==> src/rtl/div_result_buffer_pkg.sv <==
// -----------------------------------------------------------------------------
// div_result_buffer_pkg
// Shared definitions for the divider result path. The upstream divider wrapper
// and div_result_buffer both import this package so the result layout and the
// default sizing stay in one place.
//   DIV_N_DEFAULT      default operand/result width
//   DIV_DEPTH_DEFAULT  default result FIFO depth (power of two, >= 2)
//   div_result_t       one divider result {quotient, remainder} at default width
//   count_width()      width of an occupancy counter that can hold 0..depth
// -----------------------------------------------------------------------------
package div_result_buffer_pkg;

  localparam int DIV_N_DEFAULT     = 32;
  localparam int DIV_DEPTH_DEFAULT = 8;

  typedef struct packed {
    logic [DIV_N_DEFAULT-1:0] quotient;
    logic [DIV_N_DEFAULT-1:0] remainder;
  } div_result_t;

  function automatic int count_width(input int depth);
    return $clog2(depth + 1);
  endfunction

endpackage

==> src/rtl/div_credit_counter.sv <==
// -----------------------------------------------------------------------------
// div_credit_counter
// Tracks divider operations that have been started but not yet completed and
// grants issue credit so that in-flight plus buffered results never exceed the
// result FIFO depth.
//   clk, rst     clock / asynchronous active-high reset
//   i_issue      upstream started a divide this cycle
//   i_done       divider produced a result this cycle
//   i_count      registered FIFO occupancy from the parent
//   o_issue_ok   upstream may start a divide (decoded from registers only)
//   o_err        single-cycle pulse: issue without credit, or done with
//                nothing in flight
// -----------------------------------------------------------------------------
module div_credit_counter
  import div_result_buffer_pkg::*;
#(
  parameter int DEPTH = DIV_DEPTH_DEFAULT,
  parameter int CW    = count_width(DEPTH)
) (
  input  logic          clk,
  input  logic          rst,
  input  logic          i_issue,
  input  logic          i_done,
  input  logic [CW-1:0] i_count,
  output logic          o_issue_ok,
  output logic          o_err
);

  // One spare bit: illegal issues are still counted, so inflight can exceed
  // DEPTH. The counter saturates rather than wrapping if abuse continues.
  localparam int IW = CW + 1;
  localparam logic [IW-1:0] INFLIGHT_MAX = '1;
  localparam logic [IW:0]   DEPTH_W      = (IW+1)'(DEPTH);

  logic [IW-1:0] r_inflight;
  logic [IW-1:0] w_inflight_next;
  logic [IW:0]   w_committed;

  // Both operands are registers, so issue_ok has no path from any input.
  assign w_committed = {1'b0, r_inflight} + {2'b00, i_count};
  assign o_issue_ok  = (w_committed < DEPTH_W);

  assign o_err = (i_issue && !o_issue_ok) || (i_done && (r_inflight == '0));

  always_comb begin
    w_inflight_next = r_inflight;
    if (i_issue && !i_done) begin
      if (r_inflight != INFLIGHT_MAX) begin
        w_inflight_next = r_inflight + IW'(1);
      end
    end else if (!i_issue && i_done) begin
      // A spurious done must not wrap the counter below zero.
      if (r_inflight != '0) begin
        w_inflight_next = r_inflight - IW'(1);
      end
    end
  end

  always_ff @(posedge clk or posedge rst) begin
    if (rst) begin
      r_inflight <= '0;
    end else begin
      r_inflight <= w_inflight_next;
    end
  end

endmodule

==> src/rtl/div_result_buffer.sv <==
// -----------------------------------------------------------------------------
// div_result_buffer
// Credit-controlled FIFO that collects {quotient, remainder} results from a
// divider and hands them downstream with a valid/ready handshake.
//   clk, rst                       clock / asynchronous active-high reset
//   issue, issue_ok                upstream start and start credit
//   div_done, div_quotient,
//   div_remainder                  divider result strobe and data
//   m_valid, m_ready,
//   m_quotient, m_remainder        downstream head-of-queue handshake (data
//                                  registered, no same-cycle bypass)
//   count                          FIFO occupancy
//   protocol_err                   sticky flag for any protocol violation
// -----------------------------------------------------------------------------
module div_result_buffer
  import div_result_buffer_pkg::*;
#(
  parameter int N     = DIV_N_DEFAULT,
  parameter int DEPTH = DIV_DEPTH_DEFAULT
) (
  input  logic                       clk,
  input  logic                       rst,
  input  logic                       issue,
  output logic                       issue_ok,
  input  logic                       div_done,
  input  logic [N-1:0]               div_quotient,
  input  logic [N-1:0]               div_remainder,
  output logic                       m_valid,
  input  logic                       m_ready,
  output logic [N-1:0]               m_quotient,
  output logic [N-1:0]               m_remainder,
  output logic [$clog2(DEPTH+1)-1:0] count,
  output logic                       protocol_err
);

  localparam int PW = $clog2(DEPTH);
  localparam int CW = count_width(DEPTH);

  // Same layout as div_result_t, sized to this instance's width.
  typedef struct packed {
    logic [N-1:0] quotient;
    logic [N-1:0] remainder;
  } entry_t;

  entry_t        r_mem [DEPTH];
  entry_t        r_head;
  logic [PW-1:0] r_wr_ptr;
  logic [PW-1:0] r_rd_ptr;
  logic [CW-1:0] r_count;
  logic          r_err;

  entry_t        w_wr_entry;
  entry_t        w_head_next;
  logic [PW-1:0] w_wr_ptr_next;
  logic [PW-1:0] w_rd_ptr_next;
  logic [CW-1:0] w_count_next;
  logic          w_full;
  logic          w_pop;
  logic          w_push;
  logic          w_push_drop;
  logic          w_credit_err;

  div_credit_counter #(
    .DEPTH (DEPTH),
    .CW    (CW)
  ) u_credit (
    .clk        (clk),
    .rst        (rst),
    .i_issue    (issue),
    .i_done     (div_done),
    .i_count    (r_count),
    .o_issue_ok (issue_ok),
    .o_err      (w_credit_err)
  );

  assign w_wr_entry = {div_quotient, div_remainder};

  assign w_full      = (r_count == CW'(DEPTH));
  assign w_pop       = (r_count != '0) && m_ready;
  // A full FIFO still accepts a push when the head leaves in the same cycle.
  assign w_push      = div_done && (!w_full || w_pop);
  assign w_push_drop = div_done && !w_push;

  always_comb begin
    w_wr_ptr_next = r_wr_ptr;
    w_rd_ptr_next = r_rd_ptr;
    w_count_next  = r_count;
    if (w_push) begin
      w_wr_ptr_next = r_wr_ptr + PW'(1);
    end
    if (w_pop) begin
      w_rd_ptr_next = r_rd_ptr + PW'(1);
    end
    if (w_push && !w_pop) begin
      w_count_next = r_count + CW'(1);
    end else if (!w_push && w_pop) begin
      w_count_next = r_count - CW'(1);
    end
  end

  // Head register: loaded with the entry that will be at the front next cycle.
  // When the incoming result itself becomes the head (FIFO empty, or one entry
  // leaving while one arrives) the array still holds stale data at that slot,
  // so the write data is forwarded. When the FIFO goes empty the last value is
  // held, which keeps the outputs at zero until the first push after reset.
  always_comb begin
    w_head_next = r_head;
    if (w_count_next != '0) begin
      if (w_push && (r_wr_ptr == w_rd_ptr_next)) begin
        w_head_next = w_wr_entry;
      end else begin
        w_head_next = r_mem[w_rd_ptr_next];
      end
    end
  end

  // Storage array is never reset; pointers and count define what is valid.
  always_ff @(posedge clk) begin
    if (w_push) begin
      r_mem[r_wr_ptr] <= w_wr_entry;
    end
  end

  always_ff @(posedge clk or posedge rst) begin
    if (rst) begin
      r_wr_ptr <= '0;
      r_rd_ptr <= '0;
      r_count  <= '0;
      r_head   <= '0;
      r_err    <= 1'b0;
    end else begin
      r_wr_ptr <= w_wr_ptr_next;
      r_rd_ptr <= w_rd_ptr_next;
      r_count  <= w_count_next;
      r_head   <= w_head_next;
      r_err    <= r_err | w_credit_err | w_push_drop;
    end
  end

  assign m_valid      = (r_count != '0);
  assign m_quotient   = r_head.quotient;
  assign m_remainder  = r_head.remainder;
  assign count        = r_count;
  assign protocol_err = r_err;

endmodule

==> config.mk <==
export PLATFORM = sky130hd
export DESIGN_NAME = div_result_buffer
export DESIGN_NICKNAME = d
export VERILOG_FILES = /design/src/rtl/div_result_buffer_pkg.sv /design/src/rtl/div_credit_counter.sv /design/src/rtl/div_result_buffer.sv
export SDC_FILE = /design/constraint.sdc
export NUM_CORES = 1
export LEC_CHECK = 0
export ABC_AREA = 1
export BUFFER_PORTS_ARGS = -buffer_cell sky130_fd_sc_hd__buf_2
export CAP_MARGIN = 20
export CORE_ASPECT_RATIO = 1.1
export CORE_MARGIN = 3
export CORE_UTILIZATION = 57
export CTS_CLUSTER_DIAMETER = 30
export DETAILED_ROUTE_END_ITERATION = 16
export PLACE_DENSITY = 0.75
export SYNTH_ARGS = -nofsm -noshare
export SYNTH_HDL_FRONTEND = slang
export SYNTH_SLANG_ARGS = --single-unit
==> constraint.sdc <==
create_clock -name clk -period 6.7 [get_ports clk]
set_input_delay 2.01 -clock clk [delete_from_list [all_inputs] [get_ports clk]]
set_output_delay 2.01 -clock clk [all_outputs]
set_load 0.02 [all_outputs]
; ---- After elaboration in Yosys (flattened, before gate mapping)
; Memory sizes are Yosys's and may differ from the RTL's. A register that Yosys moved wholly into a read port is not among the register bits.
; Cells that the tools add are included.
[word_totals]
register_bits = 16
ram_bits = 512
in_bits = 69
output_inout_bits = 71
wordCells = 52
mem_count = 1
[classes]
addsub = 7
magnitude_cmp = 1
n_eq_ne = 3
n_mux = 9
n_bitwise = 2
reduce_logical = 24
[memory_table]
columns = memory, depth, width, rd, rd_ports_with_merged_regs, write_ports, line_no
row1 = r_mem, 8, 64, 1, 1, 1, div_result_buffer.sv:45  ; entry_t r_mem [DEPTH];
[ops]
columns = operator, count
row1 = $mux W5, 4
row2 = $logic_and A1 B1 Y1, 9
row3 = $mux W4, 2
row4 = $reduce_bool A4 Y1, 2
row5 = $add A3 B1 Y3 const B, 2
row6 = $add A5 B4 Y6, 1
row7 = $logic_not A1 Y1, 6
row8 = $lt A6 B4 Y1 const B, 1
row9 = $add A5 B1 Y5 const B, 1
row10 = $logic_not A5 Y1, 1
row11 = $ne A5 B5 Y1 const B, 1
row12 = $reduce_bool A5 Y1, 1
row13 = $sub A5 B1 Y5 const B, 1
row14 = $add A4 B1 Y4 const B, 1
row15 = $eq A4 B4 Y1 const B, 1
row16 = $reduce_bool A2 Y1, 2
row17 = $sub A4 B1 Y4 const B, 1
row18 = $mux W3, 1
row19 = $reduce_and A3 Y1, 1
row20 = $logic_or A1 B1 Y1, 2
row21 = $mux W1, 2
row22 = $ne A2 B2 Y1 const B, 1
row23 = $or A1 B1 Y1, 2

; ---- Depth between registers and ports, before layout
; Gate-level depths: netlist of the first run.
[depth]
ltp_word = 9
mapped_depth = 16
depth_no_buf = 15

; ---- Hierarchy
; Synthesis of the first run repeated with hierarchy kept, for this count alone.
[hier_totals]
hier_cells = 2656
hier_area_um2 = 26877.0
[modules_own_cells]
columns = mod, n_inst, cells_per_inst, area_per_inst_um2
row1 = div_result_buffer, 1, 2576, 26342.8
row2 = div_credit_counter, 1, 80, 534.3

; ---- Worst setup path before layout of the first run
; Ideal clock, no wire load.
[synth_timing]
kind = input-to-reg
startpoint = in m_ready
endpoint = mem r_mem[0][0] in the netlist's numbering (enable)
t_arrival_ns = 5.169
t_required_ns = 6.214
slack_ns = 1.045
cell_stages = 6
path_buffers = 0
path_cell_list = nor2_1 nand3_1 nand2_1 inv_1 nand2_1 nor2_1
[synth_via]
elab_chain_len = 5
[synth_lines]
columns = item, line_no
row1 = from (decl), div_result_buffer.sv:29  ; input logic m_ready,
row2 = $logic_and A1 B1 Y1, div_result_buffer.sv:79  ; assign w_pop = (r_count != '0) && m_ready;
row3 = $logic_or A1 B1 Y1, div_result_buffer.sv:81  ; assign w_push = div_done && (!w_full || w_pop);
row4 = $logic_and A1 B1 Y1, div_result_buffer.sv:81
row5 = $mux W1, div_result_buffer.sv:119  ; if (w_push) begin
row6 = $mux W1 (implied by the code), div_result_buffer.sv:120  ; r_mem[r_wr_ptr] <= w_wr_entry;
row7 = to (decl), div_result_buffer.sv:45
; No other way between the ends.

; ---- Worst setup path in the final report of the first run
[layout_timing]
startpoint = in m_ready
endpoint = reg, netlist name m_remainder[21]
[layout_via]
elab_chain_len = 8
elab_cells_between_ends = 11
classes_between = 3 x mux / 8 x reduce/logical
[layout_lines]
columns = item, line_no
row1 = $logic_and A1 B1 Y1 (*), div_result_buffer.sv:79
row2 = $logic_or A1 B1 Y1, div_result_buffer.sv:81
row3 = $logic_and A1 B1 Y1, div_result_buffer.sv:81
row4 = $logic_not A1 Y1, div_result_buffer.sv:96  ; end else if (!w_push && w_pop) begin
row5 = $logic_and A1 B1 Y1, div_result_buffer.sv:96
row6 = $mux W4, div_result_buffer.sv:96
row7 = $mux W4, div_result_buffer.sv:94  ; if (w_push && !w_pop) begin
row8 = $reduce_bool A4 Y1, div_result_buffer.sv:108  ; if (w_count_next != '0) begin
; Every way passes the cells marked *; elsewhere a longest branch is shown, timed or not.
; A chain may end at the register's enable or synchronous reset.

==> impl_results.rst, run 1 <==
.. list-table::
   :header-rows: 1

   * - Metric
     - Value
   * - Max cap viols
     - 0
   * - Total Nets Final
     - 2831
   * - H-tree depth reported by CTS
     - 3
   * - Detailed-route via count
     - 20740
   * - Number of inserted diodes
     - 0
   * - Min cycle time layout
     - 4.460 ns
   * - Root buffer selected by CTS
     - clkbuf_16
   * - Comb power frac
     - 36.7%
   * - Number of flops mapped to enable cells by yosys
     - 512
   * - Slew Viols, Final
     - 0
   * - Final Skew
     - around 0.023 ns
   * - Source of the critical timing path
     - m_ready
   * - Share of flip-flops with an asynchronous set or reset after synthesis
     - a little over an eighth
   * - Crit-path max cell delay
     - 0.70 ns
   * - First-pass GRT wire length
     - roughly 120 mm
   * - Die height
     - 233.9 µm
   * - Area growth from synthesis to layout
     - 18.95%
   * - Warnings from Yosys
     - 0
   * - IO Port Bufs
     - approximately 140
   * - Outcome
     - finished, final reports clean
   * - Count of cell types in the netlist
     - 32
   * - Most common flop cell mapped by yosys
     - edfxtp_1
   * - Worst path required time
     - a little over 7 ns
   * - Setup slack of the most critical reg-to-reg path
     - 2.80 ns
   * - Effective utilization at floorplan
     - 58.41%
   * - Library cell appearing most often on the critical path
     - nand2_1
   * - Pin count of the biggest net entering global routing
     - 109
   * - Cell with the largest stage delay on the worst path
     - nand3_2
   * - Synth area leader
     - edfxtp_1
   * - Sequential cell area fraction in the yosys report
     - 64.58%
   * - Class of the tightest hold or removal check
     - register to register
   * - CTS-repair resized insts
     - 0
   * - TritonCTS clock tree
     - yes
   * - CTS clock-pin slew for the worst setup and hold paths
     - 0.05 ns
   * - Internal portion of total power
     - ~10 mW
   * - Part of the power in the clock network
     - between 30% and 40%
   * - Share of the synthesized area in the top cell type
     - 57.14%
   * - Post-detailed-route DRC marker count
     - 0
   * - Net switching component of the power
     - 6.846 mW
   * - Most frequent cell after synthesis
     - nand3_1
   * - Final setup viols
     - 0
   * - Netlist area before placement
     - 0.02691 mm²
   * - 1st-pass router iterations
     - 7
   * - Capture instance of the worst register-to-register path
     - m_remainder[21]
   * - Area of the die
     - 0.04985 mm²
   * - Floorplan core area
     - about 0.046 mm²
   * - Setup repair after global routing missed its margin
     - no
   * - Post-synth net total
     - 2726
   * - CP Class
     - input port to register
   * - Fraction of the cycle the final worst path needs
     - 66.57%
   * - Width of the die
     - 213.2 µm
   * - Global-route congestion overflow total
     - 0
   * - Syn Area/Cell
     - slightly above 10 µm²
   * - Fraction of layout instances using a drive strength above 1
     - between 10% and 20%
   * - Hold-fix buffers at CTS
     - 0
   * - Number of top-level pins
     - 140
   * - Via count of the first global-routing pass
     - 21100
   * - Worst reg-to-reg path cell count
     - 14
   * - Total detailed-routing wirelength
     - 74.85 mm
   * - Transition time at the pin with the least slew margin
     - 1.159 ns
   * - Top area cells in the synthesized netlist
     - edfxtp_1, nand3_1, dfrtp_1
   * - Ranking of synthesized cells by instance count
     - nand3_1, edfxtp_1, inv_1
   * - Power consumption
     - 17.26 mW
   * - Top fanout value on the critical path
     - between 50 and 60
   * - Worst-skew pair later-pin latency
     - 0.66 ns
   * - Final hold vios
     - 0
   * - Total Neg Setup Slack
     - 0 ns
   * - Initial antenna violation count
     - 3
   * - Critical path depth in cells
     - 12
   * - Mean routed wirelength per cell
     - 21.78 µm
   * - Share of total power in sequential cells
     - 29.1%
   * - Crit path to
     - m_remainder[21]
   * - Clock buffer count from CTS
     - 110
   * - Worst Setup End Kind
     - register
   * - Starting DRT DRC Count
     - 2720
   * - # Post-CTS Setup Buffers
     - 0
   * - Clk sink count
     - 592
   * - Number of placement rows
     - 82
   * - Top Family by Delay on Critical Path
     - simple AND/OR/NAND/NOR gates
   * - Flip-flop and latch count after synthesis
     - 592
   * - Global placer's final weighted congestion
     - between 0.8 and 0.9
   * - Worst ir drop on vdd
     - 0.4717 mV
   * - Total buffers and inverters traversed by the critical path
     - 2
   * - Cells after synthesis
     - 2645
   * - ANT nets after route
     - 0
   * - Max frequency
     - about 0.22 GHz
   * - Lkg Pwr
     - 14.08 nW
   * - Bufs on Longest Clock Path
     - 3
   * - Power per cell area
     - 539.3 mW/mm²
   * - R2r startpoint
     - count[0]
   * - Cells traversed along the worst timing path
     - buf_2, nand2_4, nand2_1, nand2_4, nor2_1, nor2_4, nand3_2, buf_12, nand3_1, nand2_1, nand2_1, nand2_1
   * - Crit path arrival time
     - 5.00 ns
   * - Worst setup SP type
     - input port
   * - Drt via density
     - 6.036
   * - Net Sw Frac
     - 39.66%
   * - Detailed placement HPWL
     - 35.55 mm
   * - Slew Limit Headroom
     - between 20% and 30%
   * - Overall global routing resource usage
     - 30.14%
==> power by group through the flow <==
stage	clock network, mW	logic, mW	registers (mW)
after global routing	6.13	6.90	5.06
after floorplan	0	4.10	5.27
final	5.90	6.33	5.02
after detailed placement	0	6.14	5.07
after global placement	0	5.98	5.06
after CTS	5.93	6.22	5.01
==> sequential cells by signal, summed over array words and instances, names as in the netlist <==
name and cells:
r_mem 512, m_quotient 32, m_remainder 32, u_credit.r_inflight 5, count 4, r_rd_ptr 3
r_wr_ptr 3, protocol_err 1
==> layer usage <==
layer	routed length (µm)	track usage (%)	up-vias	part of all wire (%)
li1	-	-	9168	-
met1	26990	38.44	9828	36
met2	35880	49.06	1450	48
met3	8615	5.553	289	12
met4	3334	16.88	4	4.5
met5	29	0	-	0.039
==> worst min-delay path: cells and delay by family (launching register included) <==
family	cells	cell delay (ns)
flip-flops	1	0.33
AND/OR/NAND/NOR	2	0.10
==> cell families after synthesis <==
family / share of synthesized area, %
AND/OR/NAND/NOR: 24.42
XOR/XNOR: 0.2279
flip-flops: 64.58
adder cells (fa/ha/maj): 0.5859
buffers and inverters: 9.867
AO/OA/AOI/OAI: 0.2790
multiplexers: 0.04185
==> final cells by class <==
class / count / area, µm²
clock buffers: 126 / 2915
clock inverters: 84 / 1124
fillers: 3102 / 14060
inverters: 467 / 1755
multi-input cells: 1407 / 7010
flip-flops and latches: 592 / 17380
well taps: 588 / 735.7
repair buffers: 172 / 1089
==> through the flow <==
step	cells	instance area (µm²)	util [%]	hold WS, ns	setup slack (ns)
after floorplan	2645	26910	-	0.5198	1.045
after global placement	3225	27940	60.65	0.4556	1.752
after detailed placement	3225	27940	60.65	0.4598	1.648
after CTS	3435	31980	69.42	0.4734	2.352
after global routing	3436	32010	69.48	0.4964	2.129
final	3436	32010	69.48	0.4655	2.240
==> placed cells by master, fill, tap and decap left out, types with 10 or more instances in the layout <==
master      netlist  final
ha_1             11     11
clkbuf_16         0    112
clkinvlp_4        0     12
clkinv_2          0     19
nand2_1         440    433
dfrtp_1          80     80
inv_6             0     11
nand4_1          65     65
nand3_1         780    778
nor2_4            1     10
inv_1           463    461
buf_12            0     10
buf_4            27     22
buf_2            91    139
clkinv_4          0     13
edfxtp_1        512    512
bufinv_16         0     21
nand3b_1         63     63
==> how the worst min path moves through the flow <==
| stage | from | endpoint | slack [ns] | cells past startpoint |
|---|---|---|---|---|
| floorplan | r_wr_ptr[0] | r_wr_ptr[0] | 0.52 | 2 |
| global placement | protocol_err | protocol_err | 0.46 | 2 |
| detailed placement | m_quotient[30] | m_quotient[30] | 0.46 | 2 |
| CTS | m_quotient[30] | m_quotient[30] | 0.47 | 2 |
| global route | m_quotient[28] | m_quotient[28] | 0.50 | 2 |
| finish | m_quotient[28] | m_quotient[28] | 0.47 | 2 |
Power figures use the tool's default switching activity.
==> run 2, diff against run 1 <==
--- a/config.mk
+++ b/config.mk
@@ -10,10 +10,10 @@
 export CAP_MARGIN = 20
 export CORE_ASPECT_RATIO = 1.1
 export CORE_MARGIN = 3
-export CORE_UTILIZATION = 57
+export CORE_UTILIZATION = 55
 export CTS_CLUSTER_DIAMETER = 30
 export DETAILED_ROUTE_END_ITERATION = 16
-export PLACE_DENSITY = 0.75
+export PLACE_DENSITY = 0.76
 export SYNTH_ARGS = -nofsm -noshare
 export SYNTH_HDL_FRONTEND = slang
 export SYNTH_SLANG_ARGS = --single-unit
==> constraint.sdc (replaced) <==
create_clock -name clk -period 3.8 [get_ports clk]
set_input_delay 1.14 -clock clk [delete_from_list [all_inputs] [get_ports clk]]
set_output_delay 1.14 -clock clk [all_outputs]
set_load 0.02 [all_outputs]
==> run 2 against run 1 <==
Critical path depth shrank 7. Sequential cell count did not move. Cell count up 1.7%. Global-route usage down 2.1 points. Via count down 1.5%. Die area grew 3.5%. Largest cell class unchanged. Highest routed layer unchanged.
==> impl_results.rst, run 2 (synthesized netlist as in run 1, its figures left out) <==
.. list-table::
   :header-rows: 1

   * - Metric
     - Value
   * - Via count of the first global-routing pass
     - about 21000
   * - Worst ir drop on vdd
     - ~0.86 mV
   * - Fraction of the cycle the final worst path needs
     - about four fifths
   * - Worst path required time
     - 2.66 ns
   * - Slew Limit Headroom
     - 34.32%
   * - Cells traversed along the worst timing path
     - ha_1, nor4_1, nand2_1, inv_1, buf_2
   * - Worst reg-to-reg path cell count
     - 13
   * - Total Nets Final
     - approximately 2800
   * - Effective utilization at floorplan
     - approximately 56%
   * - Setup repair after global routing missed its margin
     - no
   * - Max frequency
     - ~0.32 GHz
   * - Drt via density
     - 5.843
   * - Width of the die
     - approximately 220 µm
   * - Cell with the largest stage delay on the worst path
     - dfrtp_1
   * - R2r startpoint
     - count[0]
   * - Worst Hold Launch
     - protocol_err
   * - ANT nets after route
     - 0
   * - Number of top-level pins
     - between 100 and 150
   * - Area growth from synthesis to layout
     - 17.97%
   * - Worst Setup End Kind
     - primary output
   * - Transition time at the pin with the least slew margin
     - 0.9853 ns
   * - Worst slack, placed
     - 0.5814 ns
   * - CP Class
     - register to primary output
   * - Worst-skew pair later-pin latency
     - roughly 0.63 ns
   * - Die height
     - 238.0 µm
   * - Fillers
     - 3402
   * - Hold-fix buffers at CTS
     - 0
   * - Placed Cells
     - 3298
   * - Overall global routing resource usage
     - 28.05%
   * - Setup slack of the most critical reg-to-reg path
     - 0.91 ns
   * - Crit-path max cell delay
     - 0.44 ns
   * - Net switching component of the power
     - 11.81 mW
   * - Initial antenna violation count
     - 11
   * - Starting DRT DRC Count
     - 2559
   * - Net Sw Frac
     - about two fifths
   * - Part of the power in the clock network
     - 31.2%
   * - Number of placement rows
     - 84
   * - Total Neg Setup Slack
     - 0 ns
   * - Hold path depth
     - 2
   * - Final Skew
     - 0.02451 ns
   * - Commonest cells after routing, fill and taps aside
     - nand3_1, edfxtp_1, inv_1, nand2_1, buf_2
   * - Largest register FFs
     - approximately 510
   * - Comb power frac
     - 38.7%
   * - Pin count of the biggest net entering global routing
     - 170
   * - Global-route congestion overflow total
     - 0
   * - Worst setup SP type
     - register
   * - Mean routed wirelength per cell
     - 20.90 µm
   * - Clock buffer count from CTS
     - 100
   * - Endpoint, Worst Hold
     - protocol_err
   * - Max cap viols
     - 0
   * - Slew Viols, Final
     - 0
   * - Detailed placement HPWL
     - 36.08 mm
   * - IO Port Bufs
     - 139
   * - Class of the tightest hold or removal check
     - register to register
   * - Total detailed-routing wirelength
     - 73.04 mm
   * - Final hold vios
     - 0
   * - Root buffer selected by CTS
     - clkbuf_16
   * - CTS-repair resized insts
     - 0
   * - Post-detailed-route DRC marker count
     - 0
   * - H-tree depth reported by CTS
     - 3
   * - Power per cell area
     - 923.4 mW/mm²
   * - Most common cell after layout, fill and taps aside
     - nand3_1
   * - Post-layout worst setup margin
     - 0.6988 ns
   * - Clk sink count
     - 592
   * - Bufs on Longest Clock Path
     - 3
   * - Top fanout value on the critical path
     - 5
   * - Detailed-route via count
     - 20420
   * - Outcome
     - finished, final reports clean
   * - Number of non-filler instances in the completed layout
     - roughly 3500
   * - Final setup viols
     - 0
   * - Crit path arrival time
     - 1.96 ns
   * - 1st-pass router iterations
     - 6
   * - Final Cell Area
     - 0.03174 mm²
   * - Min cycle time layout
     - 3.101 ns
   * - CTS clock-pin slew for the worst setup and hold paths
     - 0.05 ns
   * - Capture instance of the worst register-to-register path
     - m_quotient[5]
   * - # Post-CTS Setup Buffers
     - 0
   * - Lkg Pwr
     - 13.92 nW
   * - Share of total power in sequential cells
     - 30.1%
   * - Area of the die
     - around 0.052 mm²
   * - Internal portion of total power
     - around 18 mW
   * - First-pass GRT wire length
     - 113.2 mm
   * - Global placer's final weighted congestion
     - around 0.83
   * - Floorplan core area
     - 0.04803 mm²
   * - Top register by number of flip-flops
     - r_mem
   * - Fraction of layout instances using a drive strength above 1
     - 13.89%
   * - TritonCTS clock tree
     - yes
   * - Total cell area at the placement stage
     - 0.02823 mm²
## run 2: changes by cell type in the layout (fill, tap and decap cells not counted), moves of 2 or more
cell,delta
clkbuf_8,+2
buf_4,+8
clkbuf_1,+5
buf_12,+8
diode_2,+7
bufinv_16,-9
clkinv_2,-9
inv_6,+5
clkbuf_16,-10
clkinv_4,-2
## run 2: worst max-delay path by stage
stage | startpoint | end | slack [ns] | cells past startpoint
after floorplan | m_ready | r_mem[0][0] | -0.98 | 6
after global placement | m_ready | r_mem[6][58] | 0.67 | 8
after detailed placement | m_ready | r_mem[6][60] | 0.58 | 8
after CTS | count[3] | issue_ok | 0.68 | 5
after global routing | count[3] | issue_ok | 0.56 | 5
final | count[3] | issue_ok | 0.70 | 5
## run 2: power groups by stage
stage               Clock, mW  Sequential [mW]  Combinational, mW
global route             9.54             8.90               12.4
global placement            0             8.88               10.8
finish                   9.16             8.82               11.3
floorplan                   0             9.29               7.24
detailed placement          0             8.91               11.1
CTS                      9.23             8.81               11.2
## run 2: worst max-delay path, delay by kind of cell, from the launching register on
kind,cells,cell delay [ns]
buffers and inverters,2,0.23
flip-flops,1,0.44
AND/OR/NAND/NOR,2,0.35
adder cells (fa/ha/maj),1,0.32
## run 2: per-layer routing
layer  global-route usage (%)  routed length (µm)
met1                    36.11               27760
met2                    46.14               35090
met3                    5.833                7675
met4                    13.09                2457
met5                        0                  50
## run 2: cell type report
cell class                 count  area, µm²  area share (%)
inverter                     467       1755           5.530
multi-input combinational   1407       7010           22.09
clock inverter                67      783.3           2.467
tap                          645      807.0           2.542
timing repair buffer         187       1281           4.036
sequential                   592      17380           54.74
antenna                        7      17.52         0.05518
clock buffer                 123       2711           8.542
## run 2: through the flow
stage               hold WS [ns]  util (%)  total power [mW]
global placement          0.4607     58.78             19.65
floorplan                 0.5198         -             16.53
detailed placement        0.4612     58.78             19.98
CTS                       0.4749     66.05             29.22
global route              0.4978     66.07             30.79
finish                    0.4690     66.09             29.31
